### config.mk
export PLATFORM = sky130hd
export DESIGN_NAME = bitbrick_mac_pe
export DESIGN_NICKNAME = d
export VERILOG_FILES = /design/src/rtl/bitbrick_mac_pe.sv
export SDC_FILE = /design/constraint.sdc
export NUM_CORES = 1
export LEC_CHECK = 0
export ABC_AREA = 1
export CAP_MARGIN = 25
export CORE_MARGIN = 10
export CORE_UTILIZATION = 45
export CTS_CLUSTER_SIZE = 14
export DETAILED_ROUTE_END_ITERATION = 10
export GPL_TIMING_DRIVEN = 0
export HOLD_SLACK_MARGIN = 0.1
export MAX_ROUTING_LAYER = met4
export PLACE_DENSITY = 0.68
export SYNTH_ARGS = -nofsm -noshare
export SYNTH_HDL_FRONTEND = slang
export SYNTH_SLANG_ARGS = --single-unit
export TNS_END_PERCENT = 20
### constraint.sdc
create_clock -name i_clk -period 26.4 [get_ports i_clk]
set_clock_uncertainty 0.1 [all_clocks]
set_input_delay 5.28 -clock i_clk [delete_from_list [all_inputs] [get_ports i_clk]]
set_output_delay 5.28 -clock i_clk [all_outputs]
set_load 0.05 [all_outputs]
### src/rtl/bitbrick_mac_pe.sv
// Bit-brick PE: NUM_BRICKS 2x2-bit products, summed and shifted, then
// fed to a 2-stage grouped accumulator with saturation and overflow flag.
module bitbrick_mac_pe #(
    parameter int NUM_BRICKS = 16,
    parameter int MAX_SHIFT  = 6,
    parameter int ACC_W      = 24,
    parameter int SATURATE   = 1
) (
    input  logic                      i_clk,
    input  logic                      i_rst,
    input  logic                      i_valid,
    input  logic                      i_first,
    input  logic                      i_last,
    input  logic [2*NUM_BRICKS-1:0]   i_activation,
    input  logic [2*NUM_BRICKS-1:0]   i_weight,
    input  logic                      i_A_signed,
    input  logic                      i_W_signed,
    input  logic [3:0]                i_shift_amount,
    output logic                      o_valid,
    output logic signed [ACC_W-1:0]   o_acc,
    output logic                      o_ovf
);

    localparam int SUM_W = 5 + $clog2(NUM_BRICKS);
    localparam int PW    = SUM_W + MAX_SHIFT;
    // Headroom so p and acc both fit and their sum cannot wrap.
    localparam int EW    = ((PW > ACC_W) ? PW : ACC_W) + 2;

    localparam logic signed [ACC_W-1:0] ACC_MAX = {1'b0, {(ACC_W-1){1'b1}}};
    localparam logic signed [ACC_W-1:0] ACC_MIN = {1'b1, {(ACC_W-1){1'b0}}};

    logic signed [4:0]       prod [NUM_BRICKS];
    logic signed [SUM_W-1:0] brick_sum;
    logic [3:0]              sh;
    logic signed [PW-1:0]    p_d;

    for (genvar g = 0; g < NUM_BRICKS; g++) begin : g_brick
        logic signed [4:0] a_x;
        logic signed [4:0] w_x;
        assign a_x = {{3{i_A_signed & i_activation[2*g+1]}},
                      i_activation[2*g +: 2]};
        assign w_x = {{3{i_W_signed & i_weight[2*g+1]}},
                      i_weight[2*g +: 2]};
        assign prod[g] = a_x * w_x;
    end

    always_comb begin
        brick_sum = '0;
        for (int k = 0; k < NUM_BRICKS; k++) begin
            brick_sum = brick_sum + SUM_W'(prod[k]);
        end
    end

    assign sh  = (i_shift_amount <= 4'(MAX_SHIFT)) ? i_shift_amount : 4'd0;
    assign p_d = PW'(brick_sum) <<< sh;

    logic                    v1_q, f1_q, l1_q;
    logic signed [PW-1:0]    p_q;
    logic signed [ACC_W-1:0] acc_q;
    logic                    ovf_q;
    logic                    closed_q;

    logic                    start;
    logic signed [EW-1:0]    base;
    logic signed [EW-1:0]    sum_w;
    logic                    ovf_beat;
    logic signed [ACC_W-1:0] acc_d;
    logic                    grp_ovf_d;

    always_comb begin
        start    = f1_q | closed_q;
        base     = start ? '0 : EW'(acc_q);
        sum_w    = base + EW'(p_q);
        ovf_beat = (sum_w > EW'(ACC_MAX)) || (sum_w < EW'(ACC_MIN));
        acc_d    = sum_w[ACC_W-1:0];
        if ((SATURATE != 0) && ovf_beat) begin
            acc_d = sum_w[EW-1] ? ACC_MIN : ACC_MAX;
        end
        grp_ovf_d = (~start & ovf_q) | ovf_beat;
    end

    always_ff @(posedge i_clk) begin
        if (i_rst) begin
            v1_q     <= 1'b0;
            f1_q     <= 1'b0;
            l1_q     <= 1'b0;
            p_q      <= '0;
            acc_q    <= '0;
            ovf_q    <= 1'b0;
            closed_q <= 1'b1;
            o_valid  <= 1'b0;
            o_acc    <= '0;
            o_ovf    <= 1'b0;
        end else begin
            v1_q    <= i_valid;
            f1_q    <= i_valid & i_first;
            l1_q    <= i_valid & i_last;
            if (i_valid) p_q <= p_d;
            o_valid <= v1_q & l1_q;
            if (v1_q) begin
                acc_q    <= acc_d;
                ovf_q    <= grp_ovf_d;
                closed_q <= l1_q;
                if (l1_q) begin
                    o_acc <= acc_d;
                    o_ovf <= grp_ovf_d;
                end
            end
        end
    end

endmodule

### Word-level counts from Yosys, hierarchy flattened

Cells that the tools add are included.

| storage, ports and cells | value |
|---|---|
| register bits after elaboration | 70 |
| output and inout bits | 26 |
| logic and storage cells | 91 |
| input port bits | 75 |

| cells by class | value |
|---|---|
| multipliers | 16 |
| bitwise gates (word level) | 39 |
| shift-type cells | 1 |
| add/subtract/negate cells | 16 |
| multiplexer cells | 4 |
| order comparisons | 3 |
| reduce and logical (&&, ||, !) cells | 2 |

Operators with widths:

| operator | count |
|---|---|
| $add 9x5->9 | 11 |
| $mul 3x3->5 | 16 |
| $mux 24 | 2 |
| $and 1x1->1 | 36 |
| $add 26x15->26 | 1 |
| $gt 26x24->1 const B | 1 |
| $lt 26x24->1 const B | 1 |
| $mux 26 | 1 |
| $sshl 9x4->15 | 1 |
| $add 8x5->9 | 1 |
| $add 7x5->8 | 1 |
| $add 6x5->7 | 1 |
| $add 5x5->6 | 1 |
| $le 4x3->1 const B | 1 |
| $mux 4 | 1 |
| $or 1x1->1 | 2 |
| $reduce_and 2->1 | 1 |
| $logic_or 1x1->1 | 1 |
| $not 1->1 | 1 |

### Depth between registers and ports, before layout

| depth | value |
|---|---|
| word-level depth | 18 |
| mapped depth | 33 |
| depth with buffers taken out | 33 |

### Worst setup path before layout

No wires, ideal clock.

| timing path | value |
|---|---|
| kind | input port to flip-flop |
| from | in i_W_signed |
| to | reg p_q[6] |
| path buffers | 2 |
| required time | 26230 ps |
| slack | 13713 ps |
| data arrival time | 12517 ps |
| stages on the path | 30 |
| setup time | 70 ps |
| cell sequence | clkbuf_1 > clkbuf_1 > nand2_1 > or2_2 > fa_1 > fa_1 > inv_1 > ha_1 > xnor2_1 > xor2_1 > xor2_1 > fa_1 > fa_1 > inv_1 > fa_1 > fa_1 > fa_1 > inv_1 > fa_1 > inv_1 > ha_1 > a21oi_1 > nand2_1 > xor2_1 > or2_2 > nand3_1 > nand2_1 > a21oi_1 > o21ai_0 > a21oi_1 |

| on the way | value |
|---|---|
| cells in the longest elaborated chain, start to end | 18 |
| elaborated cells between the ends (all ways) | 48 |
| classes of those cells | 15 x add/sub; 16 x mul; 1 x shift; 16 x bitwise |

Ends and longest elaborated chain:

| item | RTL line | source |
|---|---|---|
| start, declared | 17 | `input logic i_W_signed,` |
| $and 1x1->1 | 42 | `assign w_x = {{3{i_W_signed & i_weight[2*g+1]}},` |
| $mul 3x3->5 | 44 | `assign prod[g] = a_x * w_x;` |
| $add 5x5->6 | 50 | `brick_sum = brick_sum + SUM_W'(prod[k]);` |
| $add 6x5->7 | 50 |  |
| $add 7x5->8 | 50 |  |
| $add 8x5->9 | 50 |  |
| $add 9x5->9 (10 in series) | 50 |  |
| $add 9x5->9 (*) | 50 |  |
| $sshl 9x4->15 (*) | 55 | `assign p_d = PW'(brick_sum) <<< sh;` |
| end signal, assigned | 98 | `if (i_valid) p_q <= p_d;` |
| end, declared | 58 | `logic signed [PW-1:0] p_q;` |

Mark *: on every way between the ends. The rest lies on a longest branch, timed or not.
A chain may end at the register's enable or synchronous reset.

### Worst setup path in the final report

Ends and elaborated chain as after synthesis.

==> metrics.md <==
| Metric | Value |
|---|---|
| Vias | `9446` |
| Maxcap violations | `0` |
| Drt wl/cell | `13.27 µm` |
| CTS sink count | `70` |
| Final nets | `1949` |
| Critical Path End | `p_q[6]` |
| Max Slew Vio Count | `0` |
| Placer Congestion | `0.9009` |
| Fraction of the yosys area taken by sequential cells | `12.98%` |
| Startpoint class of the critical path | `input port` |
| RSZ-0062 raised after global routing | `no` |
| CP max stage cell | `fa_1` |
| Crit Reg-Reg Endpoint | `ovf_q` |
| Flop2flop setup slack | `22.53 ns` |
| Antenna Cells | `0` |
| FF-to-FF path depth | `19` |
| Crit. Startpoint | `i_W_signed` |
| Syn. warnings | `0` |
| Reg area | `1401 µm²` |
| Clock Pin Slew Worst Setup and Hold Paths | `0.05 ns` |
| Total core area | `23540 µm²` |
| Largest area contributor in the netlist | `fa_1` |
| Largest net degree at the start of global routing | `12` |
| Setup bufs post-CTS | `0` |
| H-tree depth | `3` |
| Syn Nets | `1840` |
| Initial antenna violation count | `0` |
| Worst-margin pin slew | `0.7951 ns` |
| Fill cell count | `2352` |
| Vias/cell | `4.766` |
| Worst Path Max Fanout | `10` |
| Peak Freq | `0.07416 GHz` |
| Max incr delay on CP | `0.63 ns` |
| Max_slew headroom | `47.00%` |
| Antenna-violating nets left | `0` |
| Average size of a mapped cell | `6.957 µm²` |
| Area contributors post-synth | `fa_1 (23%), nand2_1 (16%), dfxtp_1 (13%)` |
| Setup TNS | `0 ns` |
| Total die area | `30590 µm²` |
| # hold bufs at CTS | `0` |
| Synthesis-to-finish area growth | `15.35%` |
| Crit Path Category | `in -> reg` |
| Hold crit path type | `reg -> reg` |
| DR pass1 iterations | `7` |
| Minimum clock period | `13.48 ns` |
| Number of top-level pins | `101` |
| Worst hold path stage count | `2` |
| Buffers added on ports | `98` |
| Die Span Y | `174.9 µm` |
| Dpl hpwl | `23030 µm` |
| Worst-Skew Late Latency | `0.33 ns` |
| Synth Instances | `1552` |
| Yosys top cell area share | `22.99%` |
| Worst setup EP type | `flop` |
| Row count | `56` |
| Starting Density | `45.87%` |
| Proportion of layout cells with a drive suffix above 1 | `5.232%` |
| CP Data Required Time | `26.56 ns` |
| Initial drt markers | `628` |
| Residual DRC | `0` |
| CP most frequent cell | `fa_1` |
| Hold slack final | `0.3481 ns` |
| Root Driver | `clkbuf_16` |
| Grt total ovfl | `0` |
| First-pass GRT wire length | `45130 µm` |
| Post-synth cell types | `35` |
| PostCTS Resize Cnt | `0` |
| Num CTS Buffers | `9` |
| Status | `completed` |
| Multi-input gate area | `7884 µm²` |
| Crit path DAT | `13.65 ns` |
| Post-layout util | `52.91%` |
| Final period util | `51.08%` |
| Hold Violations, Final | `0` |
| Die extent in x | `174.9 µm` |
| Register bit total from synthesis | `70` |
| Via count of the first global-routing pass | `9544` |
| Final setup viols | `0` |
| RR Startpoint | `closed_q` |
| All-Layer GR Usage | `18.25%` |
| Cell area after synthesis | `10800 µm²` |
| WL final | `26300 µm` |
| Clk buf depth | `2` |
| CTS tree | `done` |
flip-flops by register name, indices dropped and copies added, names as in the netlist:
name and count:
o_ovf 1, acc_q 24, ovf_q 1, l1_q 1
p_q 15, v1_q 1, closed_q 1, f1_q 1
o_acc 24, o_valid 1
worst min-delay path by stage:
stage / startpoint / to / slack, ns
after global routing: o_acc[1] / o_acc[1] / 0.37
after CTS: o_acc[9] / o_acc[9] / 0.35
after global placement: o_acc[7] / o_acc[7] / 0.34
after detailed placement: o_acc[9] / o_acc[9] / 0.34
after floorplan: closed_q / closed_q / 0.33
final: o_acc[9] / o_acc[9] / 0.35
routing by layer:
layer,global-route usage [%],wire [µm],part of all wire [%]
met5,-,0,0
met2,29.56,12200,46
met1,24.36,12760,49
met3,2.651,1115,4.2
met4,2.402,221,0.84
Yosys cell counts (all sizes together):
cell type	n
nand2	467
inv	348
fa	124
ha	89
nor2	84
dfxtp	70
a21oi	67
nand3	66
xor2	53
nand4	39
xnor2	35
or2	27
o21ai	26
clkbuf	19
buf	17
clkinv	5
o21bai	4
and2	3
nor3	3
o211ai	2
a21o	1
a22o	1
nand2b	1
nand3b	1
cells by family after synthesis:
family / Yosys count / share of synthesized area (%)
buf+inv: 389 / 14.01
fa+ha+maj: 213 / 33.30
flops: 70 / 12.98
compound gates: 101 / 4.913
xor+xnor: 88 / 7.138
simple gates: 691 / 27.66
metrics by stage:
step                      area [µm²]  std cells  setup WS, ns
after detailed placement       12180       1969         12.54
after global placement         12180       1969         12.52
after global routing           12460       1982         12.34
final                          12460       1982         12.92
after CTS                      12460       1982         12.82
after floorplan                10800       1552         13.71
critical path, delay by kind of cell:
kind / cells / cell delay [ns]
AO/OA/AOI/OAI: 4 / 0.59
AND/OR/NAND/NOR: 6 / 1.14
buffers and inverters: 6 / 1.25
XOR/XNOR: 4 / 0.74
adder cells (fa/ha/maj): 10 / 4.65
cells in the final DEF, fill, tap and decap left out, types with 2 or more instances in the layout:
master             n
clkbuf_1          20
xor2_1            53
nand3_2           13
nand4_1           39
clkinv_1           5
and2_1             3
fa_1             124
dfxtp_1           70
buf_2              9
nand2_2            9
nand2_1          458
inv_1            346
a21oi_1           66
nor2_4             3
o21ai_0           26
ha_1              89
or2_2             26
xnor2_1           35
o21bai_1           4
o211ai_1           2
buf_6              5
nor2_2             5
nand3_1           53
clkbuf_16          9
clkdlybuf4s50_1   98
buf_1              2
inv_2              2
nor3_1             2
nor2_1            76
cell type report:
cell class	count	area share (%)
plain buffers	36	1.507
clock buffers	11	1.949
clock inverters	2	0.2813
inverters	353	10.64
multi-input cells	1093	63.29
flip-flops and latches	70	11.25
well taps	319	3.204
repair buffers	98	7.875
Power is left out: the tool's default activity adds up to more than one toggle a clock period on the data nets, which glitch-free logic cannot reach.
